==> src/rtl/bit_serializer.sv <==
// Parallel-to-serial front end: WIDTH-bit words in over valid/ready, MSB-first bit stream out.
// Define SER_PARITY_EN to append an even-parity bit cycle to every frame.
module bit_serializer #(
  parameter int unsigned WIDTH    = 8,
  parameter logic        IDLE_BIT = 1'b0
) (
  input  logic             clk,
  input  logic             rst,
  input  logic [WIDTH-1:0] din,
  input  logic             din_valid,
  output logic             din_ready,
  output logic             ser_out,
  output logic             ser_active,
  output logic             word_done
);

  localparam int unsigned     CntW    = $clog2(WIDTH + 1);
  localparam logic [CntW-1:0] LastCnt = CntW'(WIDTH - 1);

`ifdef SER_PARITY_EN
  typedef enum logic [1:0] {StIdle, StShift, StParity} state_e;
`else
  typedef enum logic [0:0] {StIdle, StShift} state_e;
`endif

  state_e            state_q, state_d;
  logic [WIDTH-1:0]  sh_q, sh_d;
  logic [WIDTH-1:0]  hold_q, hold_d;
  logic              hold_full_q, hold_full_d;
  logic [CntW-1:0]   cnt_q, cnt_d;
  logic              ser_out_q, ser_out_d;
  logic              active_q, active_d;
  logic              done_q, done_d;
`ifdef SER_PARITY_EN
  logic              par_q, par_d;
`endif

  logic              transfer;
  logic              frame_end;
  logic              load_en;
  logic [WIDTH-1:0]  load_word;

  assign din_ready  = ~hold_full_q;
  assign transfer   = din_valid & ~hold_full_q;
  assign ser_out    = ser_out_q;
  assign ser_active = active_q;
  assign word_done  = done_q;

`ifdef SER_PARITY_EN
  assign frame_end = (state_q == StParity);
`else
  assign frame_end = (state_q == StShift) && (cnt_q == LastCnt);
`endif

  always_comb begin
    state_d     = state_q;
    sh_d        = sh_q;
    hold_d      = hold_q;
    hold_full_d = hold_full_q;
    cnt_d       = cnt_q;
    load_en     = 1'b0;
    load_word   = din;

    unique case (state_q)
      StIdle: begin
        load_en = transfer;
      end
      StShift: begin
        sh_d  = {sh_q[WIDTH-2:0], 1'b0};
        cnt_d = cnt_q + CntW'(1);
`ifdef SER_PARITY_EN
        if (cnt_q == LastCnt) begin
          state_d = StParity;
        end
`endif
      end
      default: ;
    endcase

    // Words arriving mid-frame park in the holding buffer.
    if (transfer && (state_q != StIdle)) begin
      hold_d      = din;
      hold_full_d = 1'b1;
    end

    if (frame_end) begin
      state_d = StIdle;
      cnt_d   = '0;
      if (hold_full_q) begin
        load_en     = 1'b1;
        load_word   = hold_q;
        hold_full_d = 1'b0;
      end else if (transfer) begin
        load_en     = 1'b1;
        hold_full_d = 1'b0;
      end
    end

    if (load_en) begin
      sh_d    = load_word;
      cnt_d   = '0;
      state_d = StShift;
    end

`ifdef SER_PARITY_EN
    par_d = par_q;
    if (load_en) begin
      par_d = ^load_word;
    end
`endif

    // Outputs are registered from next-state so nothing combinational reaches ser_out.
    active_d = (state_d != StIdle);
    unique case (state_d)
      StShift: ser_out_d = sh_d[WIDTH-1];
`ifdef SER_PARITY_EN
      StParity: ser_out_d = par_d;
`endif
      default: ser_out_d = IDLE_BIT;
    endcase
`ifdef SER_PARITY_EN
    done_d = (state_d == StParity);
`else
    done_d = (state_d == StShift) && (cnt_d == LastCnt);
`endif
  end

  always_ff @(posedge clk or posedge rst) begin
    if (rst) begin
      state_q     <= StIdle;
      sh_q        <= '0;
      hold_q      <= '0;
      hold_full_q <= 1'b0;
      cnt_q       <= '0;
      ser_out_q   <= IDLE_BIT;
      active_q    <= 1'b0;
      done_q      <= 1'b0;
`ifdef SER_PARITY_EN
      par_q       <= 1'b0;
`endif
    end else begin
      state_q     <= state_d;
      sh_q        <= sh_d;
      hold_q      <= hold_d;
      hold_full_q <= hold_full_d;
      cnt_q       <= cnt_d;
      ser_out_q   <= ser_out_d;
      active_q    <= active_d;
      done_q      <= done_d;
`ifdef SER_PARITY_EN
      par_q       <= par_d;
`endif
    end
  end

endmodule

==> config.mk <==
export PLATFORM = sky130hd
export DESIGN_NAME = bit_serializer
export DESIGN_NICKNAME = d
export VERILOG_FILES = /design/src/rtl/bit_serializer.sv
export SDC_FILE = /design/constraint.sdc
export NUM_CORES = 1
export LEC_CHECK = 0
export CAP_MARGIN = 20
export CORE_MARGIN = 2
export CORE_UTILIZATION = 42
export DETAILED_ROUTE_END_ITERATION = 16
export PLACE_DENSITY = 0.6
export SETUP_SLACK_MARGIN = 0.05
export SLEW_MARGIN = 10
export SYNTH_ARGS = -nofsm -noshare
export SYNTH_HDL_FRONTEND = slang
export SYNTH_SLANG_ARGS = --single-unit
==> constraint.sdc <==
create_clock -name clk -period 1.91 [get_ports clk]
set_input_delay 0.2865 -clock clk [delete_from_list [all_inputs] [get_ports clk]]
set_output_delay 0.2865 -clock clk [all_outputs]
set_load 0.02 [all_outputs]
==> metrics.yaml <==
status: "completed"
cts_sinks: 23
num_rows: 18
drtPass1Iterations: 3
pwr-share-comb: 0.447
nets: 122
arrival_ps: 1450
syn2layout_area_growth_pct: 21.55
antenna_found_initial: 0
synth_fa_ha_area_frac: 0.01171
core_um2: 2455
place.gp.congestion: 0.6929
place_hpwl_um: 1335
muxShareOfSynthArea: 0.1593
cts-buffers-inserted: 3
yosysWarnings: 0
met3_length_um: 65
grt_max_degree: 24
p_int_mw: 1.289
setup_violations: 0
highest_layer: "met4"
cts_hold_buffers: 0
diodes: 0
crit_required_ps: 1620
post_drt_wl_per_cell_um: 13.06
syn-mean-instance-area_um2: 12.14
detail-route-antenna-nets: 0
rrSetupSlack_ps: 310
reg2reg_depth: 5
path_class: "register to output pin"
cp_max_fo: 6
setup_tns_ps: 0
synth_compound_area_frac: 0.1194
drv_cap: 0
synth.ff_latch_count: 23
routed_wirelength_um: 1816
crit_path_start_kind: "register"
worstReg2RegStart: "cnt_q[0]"
fp.dieH_um: 54.44
grt_pass1_vias: 647
die-width_um: 54.44
switching_power_uw: 695.6
clock-skew-final_ps: 0.7640
drt-met1-wl_um: 803
max_freq_ghz: 0.5752
drt_iter0_drc: 9
ys_top_cells_by_area: "dfrtp_1 54%, mux2_2 8.4%, mux2i_1 7.5%"
dieArea_um2: 2964
leakagePower_nw: 0.6273
clockPowerShare: 0.111
synth_top_family_by_area: "multiplexers"
synthXorXnorAreaFrac: 0.03279
synth_largest_area_cell: "dfrtp_1"
r2r_end: "sh_q[2]"
start_util: 0.4353
rsz0062_at_grt: "no"
clk_path_buf_depth: 2
yosys.area_share.simple: 0.1077
grt_overflow: 0
grt_pass1_wl_um: 2829
tightest_slew_ps: 350.4
viasPerCell: 5.230
ys_seq_area_frac: 0.5386
max-vdd-ir-drop_v: 0.0007904
power_density_nw_per_um2: 1528
track_usage: 0.1372
critPathLaunch: "hold_full_q"
slew_viol_final: 0
cts_tree: "built"
clk_latency_ps: 300
endpoint: "din_ready"
seqPwrFrac: 0.443
vias: 727
period_needed_ps: 1739
drc: 0
htree_levels: 1
finalHoldViolCount: 0
ys_types: 29
ioPinCount: 15
postSynthCellCount: 88
cp-end-kind: "output pin"
fin_crit_sh: 0.9103
hold_ws_ps: 311.8
netlist_area_um2: 1069
hold_path.class: "primary input to asynchronous set/reset pin"
switching_share: 0.3505
root_buffer: "clkbuf_4"
relSlewSlack: 0.7658
synth_nets: 100
path_clk_slew_ps: 120
port_buffers: 14
wl_met2_um: 929
synth_top_area_frac: 0.5386
drive_above_1_share: 0.2202
[state kept, by name (all words and copies together), names as in the netlist]
| register | cells |
|---|---|
| hold_q | 8 |
| ser_active | 1 |
| ser_out | 1 |
| word_done | 1 |
| sh_q | 7 |
| cnt_q | 4 |
| hold_full_q | 1 |
[timing repair]
| item | CTS | global route |
|---|---|---|
| setup endpoints to repair | 1 | 1 |
| resized for setup | 1 | 0 |
| setup buffers | 0 | 3 |
[cells in the mapped netlist]
cell,count
and2_1,1
nand2_1,5
and3_1,2
xor2_1,3
o21ai_1,5
and4b_2,1
nor2_1,3
inv_1,3
buf_2,2
nand3b_2,1
nand3_1,1
and2_4,1
nand2_4,1
buf_6,1
o21a_1,1
nand4_1,1
a32o_1,1
ha_1,1
a211o_1,1
xnor2_1,1
a21oi_1,1
o21ai_0,2
a211oi_1,1
o21ai_2,1
a22oi_1,6
mux2_2,8
mux2i_1,8
nor2b_1,2
dfrtp_1,23
[layer usage]
layer / track usage / up-vias
li1: - / 366
met1: 0.1670 / 348
met2: 0.2289 / 11
met3: 0.04098 / 2
met4: 0.05000 / 0
met5: 0 / -
[worst min-delay path by stage]
stage                     slack (ps)  cells past startpoint         to
final                            310                      3    ser_out
after global routing             330                      3    ser_out
after CTS                        320                      3    ser_out
after detailed placement         490                      1  hold_q[4]
after global placement           480                      2    sh_q[0]
after floorplan                  290                      1   cnt_q[0]
[kinds of logic after synthesis]
logic type                 after synthesis
DFF                                     23
buffers and inverters                    6
muxes                                   16
AOI/OAI and AO/OA                       19
xor gates and xnor gates                 4
and+or+nand+nor                         19
adders and majority gates                1
[cell usage in the layout (no fill, tap or decap), types with 5 or more instances in the layout]
cell type        count
buf_4                6
nand2_1              5
o21ai_1              5
clkdlybuf4s50_1     14
mux2i_1              8
a22oi_1              6
dfrtp_1             22
mux2_2               8
[power by group through the flow]
stage	sequential [mW]	combinational [mW]	clock (mW)
2_1_floorplan	0.873	0.642	0
4_1_cts	0.895	0.840	0.226
3_5_place_dp	0.905	0.836	0
5_1_grt	0.902	1.01	0.252
6_report	0.879	0.886	0.220
3_3_place_gp	0.894	0.815	0
[area by class of cell]
type | count | area, um2
fill | 251 | 1156
inverter | 3 | 11.26
tap | 30 | 37.54
sequential | 23 | 576.8
timing repair buffer | 20 | 185.2
clock inverter | 1 | 5.005
clock buffer | 3 | 22.52
multi-input combinational | 59 | 460.4
[metrics by stage]
step / setup slack [ps] / total power [mW] / instance area (um2) / std cells / utilization
2_1_floorplan: 456.1 / 1.516 / 1069 / 88 / -
3_3_place_gp: 185.3 / 1.710 / 1247 / 132 / 0.5082
3_5_place_dp: 124.7 / 1.742 / 1247 / 132 / 0.5082
4_1_cts: 130.7 / 1.961 / 1276 / 136 / 0.5199
5_1_grt: 79.19 / 2.159 / 1299 / 139 / 0.5291
6_report: 171.3 / 1.985 / 1299 / 139 / 0.5291
[critical path, cell delays in order (launching register included)]
cell	delay, ps
dfrtp_1	480
inv_1	80
clkdlybuf4s50_1	590
No activity file was read; power rests on OpenSTA's default activity.
